### config.mk
export PLATFORM = sky130hd
export DESIGN_NAME = wave_shaper
export DESIGN_NICKNAME = d
export VERILOG_FILES = /design/src/rtl/sass_pkg.sv /design/src/rtl/sine_quarter_rom.sv /design/src/rtl/wave_shaper.sv
export SDC_FILE = /design/constraint.sdc
export NUM_CORES = 1
export LEC_CHECK = 0
export CORE_ASPECT_RATIO = 1.75
export CORE_MARGIN = 2
export CORE_UTILIZATION = 33
export CTS_CLUSTER_SIZE = 20
export DETAILED_ROUTE_END_ITERATION = 16
export GPL_TIMING_DRIVEN = 0
export SETUP_SLACK_MARGIN = 0.3
export SLEW_MARGIN = 20
export SYNTH_ARGS = -nofsm -noshare
export SYNTH_HDL_FRONTEND = slang
export SYNTH_SLANG_ARGS = --single-unit
### constraint.sdc
create_clock -name clk -period 10.66 [get_ports clk]
set_input_delay 2.132 -clock clk [delete_from_list [all_inputs] [get_ports clk]]
set_output_delay 2.132 -clock clk [all_outputs]
set_load 0.01 [all_outputs]
### src/rtl/sass_pkg.sv
// Purpose : shared types and constants for the phase-to-sample shaping path.
// Latency : n/a (package only).
// Backpr. : n/a (package only).
package sass_pkg;

  typedef enum logic [1:0] {
    WAVE_SAW    = 2'd0,
    WAVE_SQUARE = 2'd1,
    WAVE_TRI    = 2'd2,
    WAVE_SINE   = 2'd3
  } wave_t;

  localparam logic [7:0] MIDSCALE = 8'h80;
  localparam int         PHASE_W  = 8;

  // Folds the lower 7 phase bits onto one quarter wave: the second quarter
  // runs the table backwards so the sine peak sits at phase 0x40 / 0xC0.
  function automatic logic [5:0] sine_index(input logic [PHASE_W-1:0] p);
    return p[6] ? (6'd63 - p[5:0]) : p[5:0];
  endfunction

endpackage

### src/rtl/sine_quarter_rom.sv
// Purpose : quarter-wave sine magnitude table, round(127*sin(pi*(k+0.5)/128)).
// Latency : combinational.
// Backpr. : none; pure lookup.
// Ports   : k  - table index 0..63
//           q  - sine magnitude 2..127
module sine_quarter_rom #(
  parameter int SINE_BITS = 7
) (
  input  logic [5:0]           k,
  output logic [SINE_BITS-1:0] q
);

  logic [6:0] q7;

  always_comb begin
    q7 = 7'd0;
    case (k)
      6'd0:  q7 = 7'd2;   6'd1:  q7 = 7'd5;   6'd2:  q7 = 7'd8;   6'd3:  q7 = 7'd11;
      6'd4:  q7 = 7'd14;  6'd5:  q7 = 7'd17;  6'd6:  q7 = 7'd20;  6'd7:  q7 = 7'd23;
      6'd8:  q7 = 7'd26;  6'd9:  q7 = 7'd29;  6'd10: q7 = 7'd32;  6'd11: q7 = 7'd35;
      6'd12: q7 = 7'd38;  6'd13: q7 = 7'd41;  6'd14: q7 = 7'd44;  6'd15: q7 = 7'd47;
      6'd16: q7 = 7'd50;  6'd17: q7 = 7'd53;  6'd18: q7 = 7'd56;  6'd19: q7 = 7'd58;
      6'd20: q7 = 7'd61;  6'd21: q7 = 7'd64;  6'd22: q7 = 7'd67;  6'd23: q7 = 7'd69;
      6'd24: q7 = 7'd72;  6'd25: q7 = 7'd74;  6'd26: q7 = 7'd77;  6'd27: q7 = 7'd79;
      6'd28: q7 = 7'd82;  6'd29: q7 = 7'd84;  6'd30: q7 = 7'd86;  6'd31: q7 = 7'd89;
      6'd32: q7 = 7'd91;  6'd33: q7 = 7'd93;  6'd34: q7 = 7'd95;  6'd35: q7 = 7'd97;
      6'd36: q7 = 7'd99;  6'd37: q7 = 7'd101; 6'd38: q7 = 7'd103; 6'd39: q7 = 7'd105;
      6'd40: q7 = 7'd106; 6'd41: q7 = 7'd108; 6'd42: q7 = 7'd110; 6'd43: q7 = 7'd111;
      6'd44: q7 = 7'd113; 6'd45: q7 = 7'd114; 6'd46: q7 = 7'd115; 6'd47: q7 = 7'd117;
      6'd48: q7 = 7'd118; 6'd49: q7 = 7'd119; 6'd50: q7 = 7'd120; 6'd51: q7 = 7'd121;
      6'd52: q7 = 7'd122; 6'd53: q7 = 7'd123; 6'd54: q7 = 7'd124; 6'd55: q7 = 7'd124;
      6'd56: q7 = 7'd125; 6'd57: q7 = 7'd125; 6'd58: q7 = 7'd126; 6'd59: q7 = 7'd126;
      6'd60: q7 = 7'd127; 6'd61: q7 = 7'd127; 6'd62: q7 = 7'd127; 6'd63: q7 = 7'd127;
      default: q7 = 7'd0;
    endcase
  end

  assign q = SINE_BITS'(q7);

endmodule

### src/rtl/wave_shaper.sv
// Purpose : maps divider phase quotient to an 8-bit unsigned sample (saw/square/tri/sine).
// Latency : 2 clocks from phase_done rising to the sample_vld strobe.
// Backpr. : none; accepts a capture every other cycle, one strobe per capture.
// Ports   : clk, RST (sync, active-high) | phase, phase_done (level), wave_sel, duty
//           -> sample_out (held between strobes, midscale 0x80), sample_vld (1-cycle)
module wave_shaper
  import sass_pkg::*;
#(
  parameter int SINE_BITS = 7
) (
  input  logic               clk,
  input  logic               RST,
  input  logic [PHASE_W-1:0] phase,
  input  logic               phase_done,
  input  logic [1:0]         wave_sel,
  input  logic [7:0]         duty,
  output logic [7:0]         sample_out,
  output logic               sample_vld
);

  // ---------------- stage 1: capture on done rising edge ----------------
  logic               done_q;
  logic               first;
  logic               s1_vld;
  logic [PHASE_W-1:0] phase_r;
  logic [7:0]         duty_r;
  wave_t              active_sel;

  logic cap;
  logic wrapped;

  assign cap     = phase_done & ~done_q;
  assign wrapped = (phase < phase_r);

  // done_q resets high so a done level still asserted out of reset is not
  // mistaken for a fresh result. The shape only switches at a phase wrap so
  // a selection change never cuts a waveform period in half.
  always_ff @(posedge clk) begin
    if (RST) begin
      done_q     <= 1'b1;
      first      <= 1'b1;
      s1_vld     <= 1'b0;
      phase_r    <= '0;
      duty_r     <= '0;
      active_sel <= WAVE_SAW;
    end else begin
      done_q <= phase_done;
      s1_vld <= cap;
      if (cap) begin
        phase_r <= phase;
        duty_r  <= duty;
        if (first || wrapped) begin
          active_sel <= wave_t'(wave_sel);
          first      <= 1'b0;
        end
      end
    end
  end

  // ---------------- stage 2: shape and register ----------------
  logic [5:0]           sine_k;
  logic [SINE_BITS-1:0] sine_q;
  logic [8:0]           sine_sum;
  logic [6:0]           tri_t;
  logic [7:0]           shape_dat;

  assign sine_k = sine_index(phase_r);

  sine_quarter_rom #(
    .SINE_BITS(SINE_BITS)
  ) u_sine_rom (
    .k(sine_k),
    .q(sine_q)
  );

  // 128 +/- q stays within 1..255 because q <= 127, so dropping bit 8 is safe.
  always_comb begin
    sine_sum = {1'b0, MIDSCALE};
    if (phase_r[7])
      sine_sum = {1'b0, MIDSCALE} - {{(9-SINE_BITS){1'b0}}, sine_q};
    else
      sine_sum = {1'b0, MIDSCALE} + {{(9-SINE_BITS){1'b0}}, sine_q};
  end

  assign tri_t = phase_r[7] ? ~phase_r[6:0] : phase_r[6:0];

  always_comb begin
    shape_dat = MIDSCALE;
    case (active_sel)
      WAVE_SAW:    shape_dat = phase_r;
      WAVE_SQUARE: shape_dat = (phase_r < duty_r) ? 8'hFF : 8'h00;
      WAVE_TRI:    shape_dat = {tri_t, 1'b0};
      WAVE_SINE:   shape_dat = sine_sum[7:0];
      default:     shape_dat = MIDSCALE;
    endcase
  end

  always_ff @(posedge clk) begin
    if (RST) begin
      sample_out <= MIDSCALE;
      sample_vld <= 1'b0;
    end else begin
      sample_vld <= s1_vld;
      if (s1_vld)
        sample_out <= shape_dat;
    end
  end

endmodule
Word-level counts from Yosys, hierarchy flattened
Memories as Yosys holds them, arrays and structs flattened.
Index checks and enable logic that the tools add are counted.
W data, S select, Z words.
{"block": "totals", "rom_bits": 448, "output_inout_bits": 9, "in_bits": 21, "regBits": 30, "memories": 1, "wordCells": 28}
{"block": "classes", "n_mux": 5, "order_cmp": 2, "reduce_logical": 3, "n_eq_ne": 3, "n_bitwise": 3, "add_sub_neg": 3}
{"name": "(name not given)", "words": 64, "word_bits": 7, "read_ports": 1, "rd_ports_with_merged_regs": 0, "wr": 0, "line_no": "sine_quarter_rom.sv:17", "text": "case (k)"}
{"op": "$pmux W8 S4", "count": 1}
{"op": "$lt A8 B8 Y1", "count": 2}
{"op": "$mux W8", "count": 2}
{"op": "$add A8 B7 Y8 const A", "count": 1}
{"op": "$sub A8 B7 Y8 const A", "count": 1}
{"op": "$mux W7", "count": 1}
{"op": "$not A7 Y7", "count": 1}
{"op": "$mux W6", "count": 1}
{"op": "$sub A6 B6 Y6 const A", "count": 1}
{"op": "$eq A2 B2 Y1 const B", "count": 2}
{"op": "$eq A2 B1 Y1 const B", "count": 1}
{"op": "$logic_not A2 Y1", "count": 1}
{"op": "$reduce_and A2 Y1", "count": 1}
{"op": "$and A1 B1 Y1", "count": 1}
{"op": "$logic_or A1 B1 Y1", "count": 1}
{"op": "$not A1 Y1", "count": 1}

Depth between registers and ports, before layout
An unclocked memory read counts as a cell.
{"block": "depth", "word_depth": 6, "depth_mapped": 16}

By module
From an unflattened synthesis, not the netlist that was laid out.
{"block": "unflattened", "cells_unflattened": 320, "area_unflattened_um2": 2467.4}
{"mod": "wave_shaper", "cells_per_inst": 239, "instances": 1, "seq_area_each_um2": 600.6, "area_each_um2": 1884.3}
{"mod": "sine_quarter_rom", "cells_per_inst": 81, "instances": 1, "seq_area_each_um2": 0.0, "area_each_um2": 583.1}

Worst setup path after synthesis
Ideal clock, no wire load.
{"block": "synth_path", "path_type": "input-to-reg", "from": "input port phase[1]", "to": "register active_sel[0]", "required_ns": 10.532, "n_path_buf": 0, "setup_slack_ns": 7.182, "t_arrival_ns": 3.350, "stages": 8, "path_cell_list": "ha_1 a21o_1 a21o_1 a21o_1 a21oi_1 o211ai_1 mux2i_1 nor2_1"}
{"block": "synth_via", "elab_chain_len": 3}
{"item": "start: declaration", "line_no": "wave_shaper.sv:13", "text": "input logic [PHASE_W-1:0] phase,"}
{"item": "$lt A8 B8 Y1", "line_no": "wave_shaper.sv:33", "text": "assign wrapped = (phase < phase_r);"}
{"item": "$logic_or A1 B1 Y1", "line_no": "wave_shaper.sv:52", "text": "if (first || wrapped) begin"}
{"item": "$reduce_and A2 Y1 (no line)"}
{"item": "end signal: assignment", "line_no": "wave_shaper.sv:53", "text": "active_sel <= wave_t'(wave_sel);"}
{"item": "end: declaration", "line_no": "wave_shaper.sv:27", "text": "wave_t active_sel;"}
No other way between the ends.
A chain may end at the register's enable or synchronous reset.

Worst setup path after layout
{"block": "layout_path", "from": "register phase_r[6]", "to": "register sample_out[4]"}
{"block": "layout_via", "elab_chain_len": 5, "elab_cells_between_ends": 8, "cone_classes": "2 x add/sub; 1 x order compare; 4 x mux; 1 x memory"}
{"item": "start: declaration", "line_no": "wave_shaper.sv:25", "text": "logic [PHASE_W-1:0] phase_r;"}
{"item": "start signal: assignment", "line_no": "wave_shaper.sv:50", "text": "phase_r <= phase;"}
{"item": "$mux W6", "line_no": "sass_pkg.sv:19", "text": "return p[6] ? (6'd63 - p[5:0]) : p[5:0];"}
{"item": "$mem_v2 Z64 W7"}
{"item": "$add A8 B7 Y8 or $sub A8 B7 Y8 (tied branches)", "line_no": "wave_shaper.sv:82, wave_shaper.sv:80"}
{"item": "$mux W8", "line_no": "wave_shaper.sv:79", "text": "if (phase_r[7])"}
{"item": "$pmux W8 S4 *", "line_no": "wave_shaper.sv:89", "text": "case (active_sel)"}
{"item": "end signal: assignment", "line_no": "wave_shaper.sv:105", "text": "sample_out <= shape_dat;"}
{"item": "end: declaration", "line_no": "wave_shaper.sv:17", "text": "output logic [7:0] sample_out,"}
Every way passes the cells marked *; elsewhere a longest branch is shown, timed or not.

==> flow_metrics.env <==
export IMPL_max_freq_mhz=235
export IMPL_r2r_start="phase_r[6]"
export IMPL_hp_start="duty_r[1]"
export IMPL_die_x_um=77.4
export IMPL_grt_max_degree=11
export IMPL_drv_slew=0
export IMPL_root_buffer="clkbuf_16"
export IMPL_finalCritPeriodShare_pct=39.9
export IMPL_area_growth_pct=18.6
export IMPL_synth_seq_cells=30
export IMPL_rsz0062_at_grt="no"
export IMPL_clock_path_buffers=2
export IMPL_setup_viol=0
export IMPL_p_leak_nw=1.37
export IMPL_cts_setup_buffers=0
export IMPL_async_reset_ff_share_pct=0
export IMPL_dr_pass1_iters=5
export IMPL_design_area_um2=3690
export IMPL_max_cap_violations=0
export IMPL_rows=46
export IMPL_synth_area_top_cells="dfxtp_1 (19%), ha_1 (10%), nand2_1 (7.0%)"
export IMPL_port_buffers=28
export IMPL_slew_headroom_pct=50.3
export IMPL_utilization_pct=40.6
export IMPL_netlist_area_leader_share_pct=19.3
export IMPL_drc_errors=0
export IMPL_drt_wl_total_um=11000
export IMPL_syn_area_per_cell_um2=7.35
export IMPL_layout_drive_gt1_share_pct=9.59
export IMPL_antenna_found_initial=0
export IMPL_cp_data_required_time_ns=10.80
export IMPL_hp_class="flip-flop to flip-flop"
export IMPL_die_area_um2=10200
export IMPL_die_h_um=132
export IMPL_final_nets=504
export IMPL_ir_drop_uv=125
export IMPL_setup_tns_final_ns=0
export IMPL_diodes=0
export IMPL_path_class="flip-flop to flip-flop"
export IMPL_arrival_ns=4.39
export IMPL_yosysMostFrequentCell="nand2_1"
export IMPL_post_route_min_period_ns=4.25
export IMPL_end_kind="flip-flop"
export IMPL_vias_per_cell=6.03
export IMPL_overflow=0
export IMPL_cts_repair_resized=0
export IMPL_cts_tree="built"
export IMPL_cp_start_kind="flip-flop"
export IMPL_wl_per_cell_um=19.1
export IMPL_synthesis_nets=469
export IMPL_grtUsageTotal_pct=21.6
export IMPL_clock_sinks=30
export IMPL_globalplace_congestion=0.963
export IMPL_cts_hold_buf=0
export IMPL_cp_startpoint="phase_r[6]"
export IMPL_status="finished, final reports clean"
export IMPL_tightest_slew_ns=0.726
export IMPL_synthTopCellsByCount="nand2_1 (58), a21oi_1 (33), dfxtp_1 (30)"
export IMPL_yosys_warnings=0
export IMPL_clk_pin_slew_worst_paths_ns=0.05
export IMPL_grt_pass1_vias=3398
export IMPL_fin_worst_skew_ns=0.00646
export IMPL_h_tree_depth=2
export IMPL_clock_latency_ns=0.28
export IMPL_initial_core_util_pct=34.2
export IMPL_synth_cells=423
export IMPL_cp_max_fo=10
export IMPL_core_area_um2=9090
export IMPL_cts_made_buffers=5
export IMPL_synth_distinct_cells=70
export IMPL_io_pin_count=30
export IMPL_hpwlAfterDp_um=8380
export IMPL_drt_initial_drc_count=335
export IMPL_grt_pass1_wl_um=17500
export IMPL_synth_edff_count=0
export IMPL_yosysTopAreaCell="dfxtp_1"
export IMPL_syn_area_um2=3110
export IMPL_synth_seq_area_share_pct=19.3
export IMPL_vias=3489
export IMPL_power_density_nw_per_um2=97.0
export IMPL_synthFlopType="dfxtp_1"
export IMPL_hold_viol_final=0
export IMPL_postPlaceCellArea_um2=3540
export IMPL_ant_nets=0
[metal layers]
layer / wire, um / up-vias / GRT usage [%]
met4: 753 / 0 / 16.0
li1: - / 1618 / -
met5: 0 / - / 0
met1: 4050 / 1644 / 22.0
met2: 5740 / 166 / 40.0
met3: 494 / 61 / 1.91
[cells in the final DEF (no fill, tap or decap), types with 7 or more instances in the layout]
master and count:
a21oi_1 33, o221ai_1 7, clkbuf_1 14, nand3_1 8
nand2_1 58, a21o_1 7, nor2b_1 11, mux2i_1 8
dfxtp_1 30, nor2_1 23, o21ai_0 20, clkdlybuf4s50_1 28
inv_1 23, ha_1 25, buf_2 13, nand2b_1 12
nor3_1 8
[power breakdown]
part	internal, W	switching [W]	total, W
Sequential	0.000116	0.00000265	0.000119
Clock	0.0000923	0.0000490	0.000141
Combinational	0.0000390	0.0000587	0.0000977
[state kept, by name, summed over array words and instances (netlist names)]
| register | flops |
|---|---|
| phase_r | 8 |
| first | 1 |
| duty_r | 8 |
| sample_vld | 1 |
| done_q | 1 |
| active_sel | 2 |
| s1_vld | 1 |
| sample_out | 8 |
[final cells by class]
| class | count | area [um^2] |
|---|---|---|
| Timing Repair Buffer | 28 | 280 |
| Multi-Input combinational cell | 330 | 2220 |
| Buffer | 37 | 193 |
| Clock buffer | 7 | 143 |
| Sequential cell | 30 | 601 |
| Fill cell | 994 | 5410 |
| Tap cell | 120 | 150 |
| Clock inverter | 1 | 5.00 |
| Inverter | 26 | 97.6 |
[critical path, stage by stage (launching register included)]
cell	delay (ns)
dfxtp_1	0.39
buf_2	0.27
buf_2	0.30
buf_4	0.25
xor2_1	0.38
inv_1	0.24
ha_1	0.37
nor3_1	0.20
a221oi_1	0.10
or3_1	0.34
nand3_1	0.10
and2_1	0.17
ha_1	0.22
nand3_2	0.12
mux2i_1	0.15
a221oi_1	0.38
a211oi_1	0.13
[worst paths after layout]
path / endpoint / slack [ns] / cells after the start
min reg2reg: duty_r[1] / 0.45 / 2
max reg2reg: sample_out[4] / 6.41 / 16
max: sample_out[4] / 6.41 / 16
min: duty_r[1] / 0.45 / 2
[per-stage QoR]
step           setup slack, ns  hold slack [ns]  std cells  total power, W
5_1_grt                   6.15            0.472        579        0.000375
3_5_place_dp              6.50            0.449        571        0.000216
6_report                  6.41            0.454        579        0.000358
2_1_floorplan             7.18            0.422        423        0.000185
3_3_place_gp              6.52            0.445        571        0.000215
4_1_cts                   6.46            0.456        579        0.000361
[cells by family after synthesis]
group,count (synthesis),share of synthesized area [%]
xor+xnor,4,1.13
mux,10,3.30
flops,30,19.3
fa+ha+maj,25,10.1
compound gates,140,32.7
buf+inv,63,9.33
simple gates,151,24.2
(Power assumes the default switching activity.)
